### src/rtl/audio_pkg.sv
// Shared audio definitions: note half-periods at a 100 MHz clock, duration
// encodings, the end-of-score marker and the sequencer state type.
package audio_pkg;

    typedef enum logic [2:0] {
        ST_IDLE = 3'd0,
        ST_LOAD = 3'd1,
        ST_NOTE = 3'd2,
        ST_GAP  = 3'd3,
        ST_END  = 3'd4
    } seq_state_t;

    localparam logic [4:0] EIGHTH   = 5'd1;
    localparam logic [4:0] QUARTER  = 5'd2;
    localparam logic [4:0] HALF     = 5'd4;
    localparam logic [4:0] ONE      = 5'd8;
    localparam logic [4:0] TWO      = 5'd16;
    localparam logic [4:0] END_MARK = 5'd0;

    localparam logic [19:0] REST = 20'd1;

    // Half-period in clock cycles = 100e6 / (2 * f_note), rounded.
    localparam logic [19:0] C2 = 20'd764452, CS2 = 20'd721552, D2 = 20'd681048, DS2 = 20'd642820;
    localparam logic [19:0] E2 = 20'd606740, F2  = 20'd572692, FS2 = 20'd540548, G2 = 20'd510212;
    localparam logic [19:0] GS2 = 20'd481576, A2 = 20'd454545, AS2 = 20'd429032, B2 = 20'd404952;
    localparam logic [19:0] C3 = 20'd382226, CS3 = 20'd360776, D3 = 20'd340524, DS3 = 20'd321410;
    localparam logic [19:0] E3 = 20'd303370, F3  = 20'd286346, FS3 = 20'd270274, G3 = 20'd255106;
    localparam logic [19:0] GS3 = 20'd240788, A3 = 20'd227273, AS3 = 20'd214516, B3 = 20'd202476;
    localparam logic [19:0] C4 = 20'd191113, CS4 = 20'd180388, D4 = 20'd170262, DS4 = 20'd160705;
    localparam logic [19:0] E4 = 20'd151685, F4  = 20'd143173, FS4 = 20'd135137, G4 = 20'd127553;
    localparam logic [19:0] GS4 = 20'd120394, A4 = 20'd113636, AS4 = 20'd107258, B4 = 20'd101238;

endpackage

### src/rtl/tone_sequencer_if.sv
// Score memory bus: the sequencer presents an address, the score ROM answers
// combinationally with the half-period and duration of that entry.
interface tone_sequencer_if #(
    parameter int PERIOD_W = 20,
    parameter int DUR_W    = 5,
    parameter int ADDR_W   = 10
);
    logic [ADDR_W-1:0]   score_addr;
    logic [PERIOD_W-1:0] score_period;
    logic [DUR_W-1:0]    score_dur;

    modport master (output score_addr, input score_period, input score_dur);
    modport slave  (input score_addr, output score_period, output score_dur);
endinterface

### src/rtl/tone_sequencer_tone_div.sv
// Loadable half-period divider: counts 0..period-1 while enabled and flips
// its phase on each wrap. Load restarts the phase low.
module tone_div #(
    parameter int PERIOD_W = 20
) (
    input  logic                clock,
    input  logic                reset,
    input  logic                clr,
    input  logic                load,
    input  logic                en,
    input  logic [PERIOD_W-1:0] period_in,
    output logic                phase,
    output logic                wrap,
    output logic                silent
);
    logic [PERIOD_W-1:0] period_r;
    logic [PERIOD_W-1:0] cnt_r;
    logic                phase_r;

    assign wrap   = en && (cnt_r == (period_r - PERIOD_W'(1)));
    assign silent = (period_r <= PERIOD_W'(1));
    assign phase  = phase_r;

    // Divider count, latched period and output phase.
    always_ff @(posedge clock) begin
        if (reset || clr) begin
            period_r <= '0;
            cnt_r    <= '0;
            phase_r  <= 1'b0;
        end else if (load) begin
            period_r <= period_in;
            cnt_r    <= '0;
            phase_r  <= 1'b0;
        end else if (en) begin
            if (wrap) begin
                cnt_r   <= '0;
                phase_r <= ~phase_r;
            end else begin
                cnt_r <= cnt_r + PERIOD_W'(1);
            end
        end
    end
endmodule

### src/rtl/tone_sequencer.sv
// Single-voice square-wave score player: walks (half-period, duration) entries
// from an external ROM, with end marker, loop, pause and an articulation gap.
module tone_sequencer
    import audio_pkg::*;
#(
    parameter int CLK_HZ      = 100_000_000,
    parameter int TICK_CYCLES = CLK_HZ / 8,
    parameter int GAP_CYCLES  = CLK_HZ / 100,
    parameter int PERIOD_W    = 20,
    parameter int DUR_W       = 5,
    parameter int ADDR_W      = 10
) (
    input  logic             clock,
    input  logic             reset,
    input  logic             play,
    input  logic             pause,
    input  logic             loop_en,
    tone_sequencer_if.master score,
    output logic             audio_out,
    output logic             aud_sd,
    output logic             busy,
    output logic             done
);
    localparam int              CNT_W  = DUR_W + $clog2(TICK_CYCLES);
    localparam logic [CNT_W-1:0] TICK_K = CNT_W'(TICK_CYCLES);
    localparam logic [CNT_W-1:0] GAP_K  = CNT_W'(GAP_CYCLES);
    localparam logic [CNT_W-1:0] ONE_K  = CNT_W'(1);

    seq_state_t        state_r, state_s;
    logic [ADDR_W-1:0] addr_r, addr_s;
    logic [CNT_W-1:0]  time_r, time_s;
    logic              finished_r, finished_s;
    logic              div_clr_s, div_load_s, div_en_s;
    logic              tone_phase_s, tone_wrap_s, tone_silent_s;
    logic              audio_r, busy_r, done_r;
    logic [CNT_W-1:0]  note_len_s;

    // One timer covers the sounded part of the note, then the gap.
    assign note_len_s = (CNT_W'(score.score_dur) * TICK_K) - GAP_K;

    tone_div #(.PERIOD_W(PERIOD_W)) u_tone_div (
        .clock     (clock),
        .reset     (reset),
        .clr       (div_clr_s),
        .load      (div_load_s),
        .en        (div_en_s),
        .period_in (score.score_period),
        .phase     (tone_phase_s),
        .wrap      (tone_wrap_s),
        .silent    (tone_silent_s)
    );

    // Next-state logic; play=0 rewinds from anywhere, pause freezes everything.
    always_comb begin
        state_s    = state_r;
        addr_s     = addr_r;
        time_s     = time_r;
        finished_s = finished_r;
        div_clr_s  = 1'b0;
        div_load_s = 1'b0;
        div_en_s   = 1'b0;
        if (!play) begin
            state_s    = ST_IDLE;
            addr_s     = '0;
            time_s     = '0;
            finished_s = 1'b0;
            div_clr_s  = 1'b1;
        end else if (pause) begin
            state_s = state_r;
        end else begin
            case (state_r)
                ST_IDLE: begin
                    if (!finished_r) begin
                        state_s = ST_LOAD;
                    end else begin
                        state_s = ST_IDLE;
                    end
                end
                ST_LOAD: begin
                    div_load_s = 1'b1;
                    if (score.score_dur != DUR_W'(END_MARK)) begin
                        state_s = ST_NOTE;
                        time_s  = note_len_s;
                    end else if (loop_en) begin
                        addr_s = '0;
                    end else begin
                        state_s = ST_END;
                    end
                end
                ST_NOTE: begin
                    div_en_s = 1'b1;
                    time_s   = time_r - ONE_K;
                    if (time_r > ONE_K) begin
                        state_s = ST_NOTE;
                    end else if (GAP_K == '0) begin
                        state_s = ST_LOAD;
                        addr_s  = addr_r + ADDR_W'(1);
                    end else begin
                        state_s = ST_GAP;
                        time_s  = GAP_K;
                    end
                end
                ST_GAP: begin
                    time_s = time_r - ONE_K;
                    if (time_r > ONE_K) begin
                        state_s = ST_GAP;
                    end else begin
                        state_s = ST_LOAD;
                        addr_s  = addr_r + ADDR_W'(1);
                        time_s  = '0;
                    end
                end
                ST_END: begin
                    state_s    = ST_IDLE;
                    finished_s = 1'b1;
                end
                default: begin
                    state_s = ST_IDLE;
                    addr_s  = '0;
                    time_s  = '0;
                end
            endcase
        end
    end

    // State, counters and registered outputs.
    always_ff @(posedge clock) begin
        if (reset) begin
            state_r    <= ST_IDLE;
            addr_r     <= '0;
            time_r     <= '0;
            finished_r <= 1'b0;
            audio_r    <= 1'b0;
            busy_r     <= 1'b0;
            done_r     <= 1'b0;
        end else begin
            state_r    <= state_s;
            addr_r     <= addr_s;
            time_r     <= time_s;
            finished_r <= finished_s;
            busy_r     <= (state_s == ST_LOAD) || (state_s == ST_NOTE) || (state_s == ST_GAP);
            done_r     <= (state_s == ST_END) && (state_r != ST_END);
            audio_r    <= div_en_s && (state_s == ST_NOTE) && !tone_silent_s
                          && (tone_phase_s ^ tone_wrap_s);
        end
    end

    assign score.score_addr = addr_r;
    assign audio_out        = audio_r;
    assign busy             = busy_r;
    assign aud_sd           = busy_r;
    assign done             = done_r;
endmodule
### src/flat_wrapper.sv
// flat-port wrapper written by rule: the top's interface ports become plain ports
module tone_sequencer_flat import audio_pkg::*;
#(
    parameter int CLK_HZ      = 100_000_000,
    parameter int TICK_CYCLES = CLK_HZ / 8,
    parameter int GAP_CYCLES  = CLK_HZ / 100,
    parameter int PERIOD_W    = 20,
    parameter int DUR_W       = 5,
    parameter int ADDR_W      = 10
)
  (clock, reset, play, pause, loop_en, audio_out, aud_sd, busy, done, score_score_addr, score_score_period, score_score_dur);
  tone_sequencer_if #(.PERIOD_W(PERIOD_W), .DUR_W(DUR_W), .ADDR_W(ADDR_W)) score_i ();
  input  logic clock;
  input  logic reset;
  input  logic play;
  input  logic pause;
  input  logic loop_en;
  output logic audio_out;
  output logic aud_sd;
  output logic busy;
  output logic done;
  output wire logic [$bits(score_i.score_addr)-1:0] score_score_addr;
  input wire logic [$bits(score_i.score_period)-1:0] score_score_period;
  input wire logic [$bits(score_i.score_dur)-1:0] score_score_dur;
  assign score_score_addr = score_i.score_addr;
  assign score_i.score_period = score_score_period;
  assign score_i.score_dur = score_score_dur;
  tone_sequencer #(.CLK_HZ(CLK_HZ), .TICK_CYCLES(TICK_CYCLES), .GAP_CYCLES(GAP_CYCLES), .PERIOD_W(PERIOD_W), .DUR_W(DUR_W), .ADDR_W(ADDR_W)) u_core (.clock(clock), .reset(reset), .play(play), .pause(pause), .loop_en(loop_en), .score(score_i), .audio_out(audio_out), .aud_sd(aud_sd), .busy(busy), .done(done));
endmodule
### config.mk
export PLATFORM = sky130hd
export DESIGN_NAME = tone_sequencer_flat
export DESIGN_NICKNAME = d
export VERILOG_FILES = /design/src/rtl/audio_pkg.sv /design/src/rtl/tone_sequencer_if.sv /design/src/rtl/tone_sequencer_tone_div.sv /design/src/rtl/tone_sequencer.sv /design/src/flat_wrapper.sv
export SDC_FILE = /design/constraint.sdc
export NUM_CORES = 1
export LEC_CHECK = 0
export CORE_MARGIN = 1
export CORE_UTILIZATION = 55
export DETAILED_ROUTE_END_ITERATION = 6
export PLACE_DENSITY = 0.78
export SLEW_MARGIN = 20
export SYNTH_ARGS = -nofsm -noshare
export SYNTH_HDL_FRONTEND = slang
export SYNTH_HIERARCHICAL = 1
export SYNTH_SLANG_ARGS = --single-unit
### constraint.sdc
create_clock -name clock -period 4.8 [get_ports clock]
set_input_delay 0.96 -clock clock [delete_from_list [all_inputs] [get_ports clock]]
set_output_delay 0.96 -clock clock [all_outputs]
set_load 0.005 [all_outputs]
==> results of run 1 <==
## area by class of cell
cell class | instances | area (µm²)
multi-input combinational | 731 | 5259
fill | 1050 | 3889
sequential | 87 | 1742
inverter | 52 | 195.2
clock buffer | 9 | 225.2
tap | 172 | 215.2
timing repair buffer | 138 | 1140
clock inverter | 7 | 57.56
## worst paths after layout
check / start / endpoint / slack, ps / cells past startpoint
min: u_core/time_r[7] / u_core/time_r[7] / 490 / 2
max: score_score_dur[4] / u_core/time_r[25] / 120 / 16
min reg2reg: u_core/time_r[7] / u_core/time_r[7] / 490 / 2
max reg2reg: u_core/u_tone_div/period_r[4] / u_core/u_tone_div/cnt_r[1] / 1700 / 7
## kinds of logic after synthesis
logic type               Yosys count
XOR/XNOR                          79
flip-flops                        87
buffers and inverters             89
adder cells (fa/ha/maj)           61
AND/OR/NAND/NOR                  357
multiplexers                      23
AO/OA/AOI/OAI                    211
## flip-flops by register name (all words and copies together) (netlist names), 3 cells and up
register                    flops
u_core/time_r                  29
u_core/score.score_addr        10
u_core/u_tone_div/period_r     20
u_core/state_r                  3
u_core/u_tone_div/cnt_r        20
## timing repair
| action | in CTS | in global routing |
|---|---|---|
| setup endpoints to repair | 9 | 10 |
| resized for setup | 13 | 18 |
| pin swaps | 7 | 7 |
| hold endpoints to repair | 0 | 0 |
| setup buffers | 3 | 2 |
| gates cloned | 0 | 0 |
## Yosys cell counts, types with 4 or more instances
master / n
sky130_fd_sc_hd__o21a_1: 7
sky130_fd_sc_hd__o21ai_0: 50
sky130_fd_sc_hd__nor3_1: 37
sky130_fd_sc_hd__xor2_1: 50
sky130_fd_sc_hd__nor2b_1: 7
sky130_fd_sc_hd__nor4_1: 12
sky130_fd_sc_hd__and2_1: 8
sky130_fd_sc_hd__o22ai_1: 5
sky130_fd_sc_hd__a21oi_1: 58
sky130_fd_sc_hd__or4_1: 4
sky130_fd_sc_hd__nand4_1: 11
sky130_fd_sc_hd__or3_1: 8
sky130_fd_sc_hd__a22oi_1: 5
sky130_fd_sc_hd__o211ai_1: 8
sky130_fd_sc_hd__a311oi_1: 4
sky130_fd_sc_hd__nand3_1: 30
sky130_fd_sc_hd__mux2i_1: 22
sky130_fd_sc_hd__buf_2: 5
sky130_fd_sc_hd__nor3b_1: 4
sky130_fd_sc_hd__o31ai_1: 5
sky130_fd_sc_hd__fa_1: 14
sky130_fd_sc_hd__nand3b_1: 8
sky130_fd_sc_hd__o21ai_1: 5
sky130_fd_sc_hd__nand2b_1: 12
sky130_fd_sc_hd__and3_1: 16
sky130_fd_sc_hd__a31oi_1: 5
sky130_fd_sc_hd__clkbuf_1: 25
sky130_fd_sc_hd__a211oi_1: 4
sky130_fd_sc_hd__xnor2_1: 29
sky130_fd_sc_hd__nor2_1: 109
sky130_fd_sc_hd__nand2_1: 48
sky130_fd_sc_hd__a21o_1: 8
sky130_fd_sc_hd__dfxtp_1: 87
sky130_fd_sc_hd__ha_1: 47
sky130_fd_sc_hd__inv_1: 52
sky130_fd_sc_hd__and4_1: 5
## worst max-delay path: cells and delay by family
kind            cells  cell delay, ps
compound gates      4             810
fa+ha+maj           4            1430
buf+inv             4             630
mux                 1             220
simple gates        3             860
## per-stage QoR
stage	setup WS [ps]	setup TNS (ps)	cell area, µm²
4_1_cts	5.434	0	8765
3_3_place_gp	-429.4	-3717	8402
3_5_place_dp	-536.4	-5090	8402
2_1_floorplan	87.14	0	7241
6_report	120.8	0	8833
5_1_grt	-14.20	-14.20	8833
## cells in the final DEF (no fill, tap or decap), types with 16 or more instances in the layout
master / n
sky130_fd_sc_hd__a21oi_1: 57
sky130_fd_sc_hd__o21ai_0: 48
sky130_fd_sc_hd__nand3_1: 29
sky130_fd_sc_hd__buf_4: 95
sky130_fd_sc_hd__nand2_1: 48
sky130_fd_sc_hd__and3_1: 16
sky130_fd_sc_hd__ha_1: 43
sky130_fd_sc_hd__mux2i_1: 22
sky130_fd_sc_hd__dfxtp_1: 87
sky130_fd_sc_hd__nor3_1: 34
sky130_fd_sc_hd__xor2_1: 49
sky130_fd_sc_hd__nor2_1: 107
sky130_fd_sc_hd__clkdlybuf4s50_1: 39
sky130_fd_sc_hd__inv_1: 51
sky130_fd_sc_hd__xnor2_1: 29
## power by group through the flow
stage               clock network (W)  logic (W)  registers (W)
floorplan                           0   0.000974       0.000744
global placement                    0    0.00157       0.000746
detailed placement                  0    0.00161       0.000746
CTS                          0.000672    0.00170       0.000730
global route                 0.000706    0.00194       0.000730
finish                       0.000661    0.00179       0.000730
## per-layer routing
layer	vias to the layer above	part of all wire (%)	wire [µm]	GRT usage (%)
li1	3477	-	-	-
met1	3307	43	8453	37.03
met2	286	47	9215	49.98
met3	50	6.8	1324	5.449
met4	0	2.8	539	12.74
met5	-	0	0	0
==> impl.org, run 1 <==
** Synth
- Synthesized flop and latch total :: slightly below 90
- A synthesized cell averages between 7 and 8 µm².
- After Yosys synthesis, XOR and XNOR cells account for under 10% of the synthesized area.
- Post-synth top flop :: sky130_fd_sc_hd__dfxtp_1
- Sequential fraction of the synthesis area :: between 20% and 30%
- Of all flip-flops after synthesis, the portion carrying an async set or reset was 0%.
- Adder and majority gate portion of the synthesized area :: 11.99%
- Of the total synthesized cell area, the portion taken by AND, OR, NAND and NOR gates is around a quarter.
- Complex-gate fraction of the synthesized area :: 19.53%
- Portion of synthesized cell area occupied by the leading cell type :: between 20% and 30%
- Mapped Nets :: approximately 1000
- EDFF count, synth :: 0
- After synthesis, the largest family of logic cells by area is simple AND/OR/NAND/NOR gates.
- The Yosys step of the flow raised 6 warnings.
- Yosys top cell by area :: sky130_fd_sc_hd__dfxtp_1
- The mapped netlist covers between 7000 and 8000 µm².
- In the synthesized netlist, the number of instances is ~900.
- Library cells used by synthesis :: between 90 and 100
- Multiplexer share of the synthesized area :: between 3 and 4%
- After synthesis, the cell types taking the most area are sky130_fd_sc_hd__dfxtp_1 24%, sky130_fd_sc_hd__ha_1 8.1%, sky130_fd_sc_hd__xor2_1 6.0%.

** Power and ir drop
- Switching fraction of total power :: 37.96%
- The share of total power dissipated in the clock network is 20.8%.
- The design draws approximately 0.0032 W.
- Summed over all cells, the static leakage comes to approximately 3.6 nW.
- Power density relative to cell area :: about 360 nW/µm²
- NetSw :: 0.001207 W
- Internal power comes to between 0.0015 and 0.002 W.
- Worst vdd ir :: between 200 and 250 µV
- Power share of the sequential group :: between 20% and 30%
- Combinational cells account for 56.2% of the total power.

** Drt
- Using the TritonRoute via totals, the vias-per-cell ratio works out to between 5 and 6.
- Remaining routing DRC violations :: 0
- For this run, the detailed router's first-pass iteration total came to 5.
- Total wire length :: 19530 µm
- Via Count :: ~7100
- The count of nets left with antenna violations once routing finished came out at 0.
- For this block, the initial DRC count from the detailed router was ~580.
- In the final routed layout, each cell accounts on average for between 15 and 20 µm.

** Die
- DIE AREA :: between 10000 and 15000 µm²
- I/O pins :: 44
- Placeable core region :: about 13000 µm²
- Once the floorplan was initialized, standard cells occupied between 50% and 60% of the core.
- Height of the chip :: around 120 µm
- The floorplan has 41 rows.
- Die boundary width :: around 120 µm

** STA
- In the finished design, the share of the clock period the worst path needs comes to a little over nine tenths.
- Minimum hold slack :: 491.9 ps
- Final worst clock skew :: 8.599 ps
- Number of setup violations in the final report :: 0
- Slew at the pin closest to its max-slew limit :: approximately 1000 ps
- The final max-slew violation count came to 0.
- Fin. Hold Viols :: 0
- Maximum operating frequency :: between 200 and 250 MHz
- Headroom to the max-slew limit came out at a little under a third.
- Time the worst path needs with I/O delays and setup :: between 4000 and 5000 ps

** Place
- After detailed placement, the design holds a cell count of around 1200.
- Routability-driven placement finished with a final weighted congestion of about 0.9.
- Detailed placer's ending HPWL :: between 10000 and 15000 µm
- Port buffering added 43 buffers.

** Critical path
- Data arrives at the worst endpoint at between 4000 and 5000 ps.
- Kind of critical path :: input port to flip-flop
- Sort of element at the end of the critical path :: flip-flop
- The largest individual stage delay along the critical path comes from the cell sky130_fd_sc_hd__fa_2.
- Along the worst path, the maximum fanout reaches 7.
- List of cells traversed by the critical path :: dlygate4sd2_1 -> buf_4 -> buf_4 -> ha_1 -> inv_1 -> fa_2 -> ha_4 -> ha_1 -> and2_4 -> a221o_1 -> o2111ai_2 -> a21oi_1 -> or3_4 -> nor4b_4 -> mux2i_1 -> a21boi_1
- Crit start category :: input port
- Worst path required time :: 5030 ps
- In this design, the stage delay of the slowest critical-path cell is between 600 and 700 ps.

** Clock network
- The number of hold buffers added after CTS was 0.
- Number of clock sinks :: 87
- Cts bufs inserted :: 9
- Deepest level of the CTS H-tree :: 3
- The tree is rooted in a sky130_fd_sc_hd__clkbuf_16.
- CTS max path bufs :: 2
- Clock-pin slew was measured on the worst setup and hold paths at about 60 ps.
- TritonCTS built the clock tree.
- For the worst-skew pair, the clock arrives at the later sink with an insertion delay of between 300 and 400 ps.

** Finish
- Antenna Cells :: 0
- From synthesis to final layout, the design area changed by 22.00%.
- Fraction of final layout cells with drive strength greater than 1 :: between 10% and 20%
- In the final design database the tool counted 1110 nets.
- Post-Layout Cell Count :: ~1200
- Measured on the finished design, the core utilization comes to between 60% and 70%.

** Status
- Result of the run :: finished clean

** Global routing
- Global-route wire length before repair :: between 30000 and 40000 µm
- For this run, the total global-route usage over all layers was measured as ~30%.
- Entering global routing, the biggest net connects 28 pins.
- The number of global-route vias before repair was between 6000 and 7000.
- The total overflow left after global routing is 0.
- Number of antenna violations at the first check in global routing :: 0

** Flow run
- Max-cap viol count :: 0

** Worst hold path
- The min-delay analysis places its worst path in the category flip-flop to flip-flop.
(Power assumes the default switching activity.)
==> run 2: changes to the inputs <==
--- a/config.mk
+++ b/config.mk
@@ -5,6 +5,7 @@
 export SDC_FILE = /design/constraint.sdc
 export NUM_CORES = 1
 export LEC_CHECK = 0
+export CAP_MARGIN = 20
 export CORE_MARGIN = 1
 export CORE_UTILIZATION = 55
 export DETAILED_ROUTE_END_ITERATION = 6
==> constraint.sdc (replaced) <==
create_clock -name clock -period 4.8 [get_ports clock]
set_input_delay 0.48 -clock clock [delete_from_list [all_inputs] [get_ports clock]]
set_output_delay 0.48 -clock clock [all_outputs]
set_load 0.005 [all_outputs]
==> impl.org, run 2 (same netlist as run 1, synthesis figures left out) <==
** Power and ir drop
- Worst vdd ir :: 263.2 µV (+23%)
- The total power is 0.002857 W (-10%).
- The leakage power figure came to 3.331 nW (-8.5%).
- The power per standard cell area was 344.2 nW/µm² (-4.4%).

** Global routing
- Total routing resource utilization after global routing :: 27.57% (-2.1 points)
- Global-route wire length before repair :: 29690 µm (-6.2%)
- Met3 Track Usage GR :: 4.463% (-0.99 points)
- Overflow after GRT :: 0 (unchanged)
- Grt peak-use layer :: met2
- The global routing usage on met1 is 37.15% (+0.11 points).
- Maximum number of pins on one net before global-route repair :: 31 (+11%)
- Via count of the first global-routing pass :: 6247 (-7.1%)
- The number of antenna violations at the first check in global routing came to 0 (unchanged).
- The met2 global-route usage was 45.40% (-4.6 points).

** Finish
- The area growth from synthesis to layout is 14.62%.
- Largest register by flop count :: u_core/time_r
- Leaving out fill and tap cells, the most frequent cell in the layout is sky130_fd_sc_hd__nor2_1.
- Fraction of final layout cells with drive strength greater than 1 :: 9.524% (-7.3 points)
- The core occupancy in the finished layout came to 65.23% (-4.2 points).
- Filler cell count in the final layout :: 1139 (+8.5%)
- The library cells used most frequently in the layout, excluding fill and tap cells, are 108 x sky130_fd_sc_hd__nor2_1, 87 x sky130_fd_sc_hd__dfxtp_1, 58 x sky130_fd_sc_hd__a21oi_1, 52 x sky130_fd_sc_hd__inv_1.
- Antenna Cells :: 0 (unchanged)
- The number of nets at the end of the flow came to 1052 (-5.2%).
- The post-layout instance count excluding filler cells was 1138 (-4.8%).
- The flip-flop count of the largest register after layout is 29 (unchanged).
- The largest registers in the layout are u_core/time_r: 29 flops, u_core/u_tone_div/cnt_r: 20 flops, u_core/u_tone_div/period_r: 20 flops.

** STA
- Slew at the pin closest to its max-slew limit :: 1002 ps (-27.75 ps)
- The maximum operating frequency came to 220.2 MHz (+3.1%).
- The final max-slew violation count came to 0 (unchanged).
- The worst hold slack after final layout came to 479.4 ps (-12.52 ps).
- The final critical-path required period was 4540 ps (-138.9 ps).
- The share of the clock period used by the worst path is 94.59% (-2.9 points).
- Fin. Hold Viols :: 0 (unchanged)
- The worst relative slew slack came to 32.94% (+1.9 points).
- The final setup violation count came to 0 (unchanged).
- The final worst clock skew is 7.148 ps (-1.451 ps).

** Critical path
- Worst endpoint data arrival time :: 4760 ps (-150 ps)
- The largest individual stage delay along the critical path comes from the cell sky130_fd_sc_hd__fa_1.
- Sort of element at the end of the critical path :: flip-flop
- The critical path is of the input port to flip-flop type.
- The top fanout value on the critical path came to 4 (-3).
- Largest stage delay on the critical path :: 580 ps (-30 ps)
- Number of cells on the worst reg-to-reg path :: 9 (+2)
- The worst setup path is launched from an input port.
- List of cells traversed by the critical path :: clkdlybuf4s50_1 -> fa_1 -> inv_1 -> fa_1 -> xnor2_1 -> ha_1 -> a21o_1 -> ha_1 -> buf_4 -> a221o_1 -> o2111ai_2 -> a21oi_1 -> or3_4 -> nor4b_2 -> mux2i_1 -> a21boi_1
- The required time of the critical path came to 5020 ps (about the same).

** Drt
- Remaining routing DRC violations :: 0 (unchanged)
- The final antenna-violating net count came to 0 (unchanged).
- The number of DRC violations after detailed-routing iteration 0 came to 557 (-3.8%).
- Routed WL per cell :: 15.83 µm (-3.0%)
- The number of iterations in the first detailed-routing pass was 5 (unchanged).
- The total wire length was 18020 µm (-7.7%).
- The number of vias per cell was 5.960 (+0.11%).
- Via Count :: 6782 (-4.7%)

** Clock network
- The number of sinks on the clock net is 87 (unchanged).
- The count of hold buffers inserted by post-cts repair is 0 (unchanged).
- The buffer count from post-CTS setup fixing was 0 (-3).
- The clock transition at the register clock pins on the worst setup and hold paths after CTS was 60 ps (about the same).
- Cts bufs inserted :: 9 (unchanged)
- Deepest level of the CTS H-tree :: 3 (unchanged)
- The number of gates given a new drive strength after cts was 0 (-13).
- TritonCTS clock tree :: done
- The later-pin clock latency in the skew report was 340 ps (about the same).
- The root buffer cell chosen for the clock tree is sky130_fd_sc_hd__clkbuf_16.
- The clock tree buffer depth is 2 (unchanged).

** Place
- Final weighted congestion in routability-driven placement :: 0.9474 (+3.0%)
- Detailed placer's ending HPWL :: 13820 µm (-5.5%)
- Cell total after placement :: 1122 (-4.5%)
- The total of buffers placed on input and output ports came to 43 (unchanged).

** Worst hold path
- Worst min-delay path class :: flip-flop to flip-flop
- Hold depth :: 2 (unchanged)

** Die
- Number of placement rows :: 41 (unchanged)
- DIE AREA :: 13630 µm² (unchanged)
- The initial core utilization is 56.91% (unchanged).
- The die boundary width came to 116.7 µm (unchanged).
- The area inside the core boundary is 12720 µm² (unchanged).
- I/O pins :: 44 (unchanged)
- The overall die height was 116.7 µm (unchanged).

** Status
- The run finished with clean final reports.

** Flow run
- Max-cap viol count :: 0 (unchanged)
## run 2: path summary, 6_finish.rpt
kind,from,end,slack (ps)
worst min register to register,u_core/time_r[7],u_core/time_r[7],480
worst max register to register,u_core/time_r[28],u_core/time_r[28],1720
worst max-delay path,score_score_dur[2],u_core/time_r[25],260
worst min-delay path,u_core/time_r[7],u_core/time_r[7],480
## run 2: metrics by stage
stage	setup WS (ps)	setup TNS, ps	area (µm²)
floorplan	567.1	0	7241
global placement	32.23	0	8004
detailed placement	-70.60	-134.4	8004
CTS	265.2	0	8295
global route	-7.700	-7.700	8299
finish	259.7	0	8299
## run 2: critical path, delay by kind of cell
family,cells,cell delay (ps)
XOR/XNOR,1,150
buffers and inverters,3,720
AND/OR/NAND/NOR,2,710
adder cells (fa/ha/maj),4,1490
multiplexers,1,240
AO/OA/AOI/OAI,5,970
## run 2: area by class of cell
| type | count | area, µm² | area share [%] |
|---|---|---|---|
| tap | 172 | 215.2 | 2.593 |
| timing repair buffer | 80 | 708.2 | 8.533 |
| sequential | 87 | 1742 | 20.99 |
| clock inverter | 4 | 55.05 | 0.6633 |
| clock buffer | 12 | 236.5 | 2.849 |
| multi-input combinational | 731 | 5147 | 62.02 |
| inverter | 52 | 195.2 | 2.352 |
## run 2: layer usage
layer	routed length, µm	part of all wire [%]
met1	8406	47
met2	8188	45
met4	253	1.4
met5	0	0
met3	1171	6.5
## run 2: power breakdown
group | switching, W | internal [W]
Combinational | 0.000795 | 0.000647
Sequential | 0.00000513 | 0.000725
Clock | 0.000278 | 0.000406
==> run 3: changes to the inputs <==
--- a/config.mk
+++ b/config.mk
@@ -10,7 +10,7 @@
 export CORE_UTILIZATION = 55
 export DETAILED_ROUTE_END_ITERATION = 6
 export PLACE_DENSITY = 0.78
-export SLEW_MARGIN = 20
+export SLEW_MARGIN = 40
 export SYNTH_ARGS = -nofsm -noshare
 export SYNTH_HDL_FRONTEND = slang
 export SYNTH_HIERARCHICAL = 1
==> impl.org, run 3 (same netlist as run 1, synthesis figures left out) <==
** Die
- Placeable core region :: 12720 µm² (unchanged)
- The die boundary width is 116.7 µm (unchanged).
- I/O pins :: 44 (unchanged)
- Number of placement rows :: 41 (unchanged)
- Height of the chip :: 116.7 µm (unchanged)
- The initial core utilization was 56.91% (unchanged).
- The die outline area was 13630 µm² (unchanged).

** Global routing
- Global-route wire length before repair :: 29200 µm (-1.7%)
- Overflow after GRT :: 0 (unchanged)
- Total routing resource utilization after global routing :: 27.33% (-0.25 points)
- Maximum number of pins on one net before global-route repair :: 31 (unchanged)
- The number of antenna violations at the first check in global routing came to 0 (unchanged).
- The number of global-route vias before repair is 6127 (-1.9%).

** Finish
- Leaving out fill and tap cells, the most frequent cells in the layout are 106 x sky130_fd_sc_hd__nor2_1, 87 x sky130_fd_sc_hd__dfxtp_1, 58 x sky130_fd_sc_hd__a21oi_1, 52 x sky130_fd_sc_hd__inv_1.
- Top Registers :: u_core/time_r: 29 flops, u_core/u_tone_div/cnt_r: 20 flops, u_core/u_tone_div/period_r: 20 flops
- Leaving out fill and tap cells, the most frequent cell in the layout is sky130_fd_sc_hd__nor2_1.
- The post-synthesis to final-layout area growth is 14.67% (about the same).
- The sequential standard cell area is 1742 µm² (unchanged).
- More flip-flops sit in one register than any other, and that register is u_core/time_r.
- The area of all placed cells without fillers came to 8303 µm² (about the same).
- Area used by multi-input combinational logic :: 5149 µm² (about the same)
- Fraction of final layout cells with drive strength greater than 1 :: 9.845% (+0.32 points)
- Max reg flops :: 29 (unchanged)
- The final-layout fill cell count came to 1109 (-2.6%).
- Antenna Cells :: 0 (unchanged)
- Post-layout nets :: 1052 (unchanged)

** Critical path
- Crit start category :: input port
- The critical path is of the input port to flip-flop type.
- The worst setup path is captured at a flip-flop.
- Largest fanout on the critical path :: 4 (unchanged)
- Worst path required time :: 5030 ps (about the same)
- The critical path data arrival time was 4760 ps (about the same).

** Clock network
- The clock transition at the register clock pins on the worst setup and hold paths after CTS was 60 ps (about the same).
- The cell sitting at the root of the clock tree is a sky130_fd_sc_hd__clkbuf_16.
- TritonCTS clock tree :: done
- The buffer count from post-CTS setup fixing came to 0 (unchanged).
- The number of sinks on the clock net came to 87 (unchanged).
- The number of CTS-inserted buffers came to 9 (unchanged).
- CTS hold repair buffers :: 0 (unchanged)
- Deepest level of the CTS H-tree :: 3 (unchanged)
- Clock latency on the worst-skew pair :: 340 ps (about the same)
- CTS max path bufs :: 2 (unchanged)
- The number of gates given a new drive strength after cts is 0 (unchanged).

** Place
- Port Buffer Count :: 43 (unchanged)
- Total placed instance area :: 8009 µm² (about the same)
- The half-perimeter wire length after placement was 13770 µm (-0.36%).
- Final weighted congestion in routability-driven placement :: 0.9474 (unchanged)
- Post-placement worst setup slack :: -56.40 ps (+14.20 ps)

** Power and ir drop
- The leakage power figure came to 3.335 nW (+0.11%).
- The power per standard cell area came to 344.1 nW/µm² (about the same).
- Worst vdd ir :: 258.5 µV (-1.8%)

** STA
- Number of setup violations in the final report :: 0 (unchanged)
- The share of the clock period used by the worst path was 94.30% (-0.29 points).
- The final number of hold-violating endpoints came to 0 (unchanged).
- Time the worst path needs with I/O delays and setup :: 4526 ps (-14.09 ps)
- The slew at the pin closest to its max-slew limit was 841.5 ps (-160.8 ps).
- Maximum operating frequency :: 220.9 MHz (+0.31%)
- The post-layout worst setup margin was 273.8 ps (+14.09 ps).
- The final max-slew violation count is 0 (unchanged).
- The worst relative slew slack was 43.56% (+11 points).
- Final worst clock skew :: 5.763 ps (-1.384 ps)
- RSZ-0062 raised after global routing :: no

** Drt
- Routed WL per cell :: 15.75 µm (-0.51%)
- The final antenna-violating net count was 0 (unchanged).
- The number of vias per cell was 5.960 (about the same).
- Total wire length :: 17910 µm (-0.60%)
- The DRC violation count after routing came to 0 (unchanged).
- The number of DRC violations after detailed-routing iteration 0 was 526 (-5.6%).
- Via Count :: 6777 (-0.074%)
- The number of iterations in the first detailed-routing pass is 6 (+1).

** Status
- Result of the run :: finished clean

** Flow run
- Max-cap viol count :: 0 (unchanged)

** Worst hold path
- Worst min-delay path class :: flip-flop to flip-flop
[run 3: layer usage]
metal	vias to the layer above	track usage (%)	wire length (µm)
met5	-	0	0
met4	0	7.342	261
met3	31	4.152	1321
met2	236	45.05	8090
met1	3147	37.17	8239
li1	3363	-	-
[run 3: critical path: stages]
cell,delay [ps]
sky130_fd_sc_hd__clkdlybuf4s50_1,490
sky130_fd_sc_hd__fa_1,580
sky130_fd_sc_hd__inv_1,70
sky130_fd_sc_hd__fa_1,440
sky130_fd_sc_hd__xnor2_1,150
sky130_fd_sc_hd__ha_1,180
sky130_fd_sc_hd__a21o_1,150
sky130_fd_sc_hd__ha_1,290
sky130_fd_sc_hd__buf_4,160
sky130_fd_sc_hd__a221oi_2,350
sky130_fd_sc_hd__a21boi_2,120
sky130_fd_sc_hd__o21a_1,210
sky130_fd_sc_hd__o41ai_4,410
sky130_fd_sc_hd__or2_1,200
sky130_fd_sc_hd__and4b_1,200
sky130_fd_sc_hd__a211o_1,260
[run 3: worst paths after layout]
| kind | cells after the start | endpoint | slack, ps | startpoint |
|---|---|---|---|---|
| min reg2reg | 2 | u_core/time_r[7] | 480 | u_core/time_r[7] |
| min | 2 | u_core/time_r[7] | 480 | u_core/time_r[7] |
| max | 16 | u_core/time_r[27] | 270 | score_score_dur[2] |
| max reg2reg | 7 | u_core/u_tone_div/cnt_r[1] | 1730 | u_core/u_tone_div/period_r[4] |
[run 3: area by class of cell]
cell class                      instances  share of cell area, %
Sequential cell                        87                  20.98
Timing Repair Buffer                   80                  8.529
Tap cell                              172                  2.592
Inverter                               52                  2.351
Multi-Input combinational cell        731                  62.01
Clock inverter                          6                 0.8288
Clock buffer                            9                  2.712
[run 3: stage by stage]
stage	utilization (%)	power, W	hold slack, ps	setup TNS (ps)	std cells
2_1_floorplan	-	0.001718	449.3	0	907
3_3_place_gp	62.91	0.002142	475.7	0	1122
3_5_place_dp	62.95	0.002159	470.4	-103.9	1122
4_1_cts	65.26	0.002856	477.0	0	1137
5_1_grt	65.26	0.003044	512.5	0	1137
6_report	65.26	0.002857	476.3	0	1137
[run 3: power by group]
part           leakage [nW]  switching [W]  internal, W
Combinational          2.49       0.000787     0.000645
Clock                 0.142       0.000291     0.000404
Sequential            0.701     0.00000511     0.000725
Total                  3.33        0.00108      0.00177
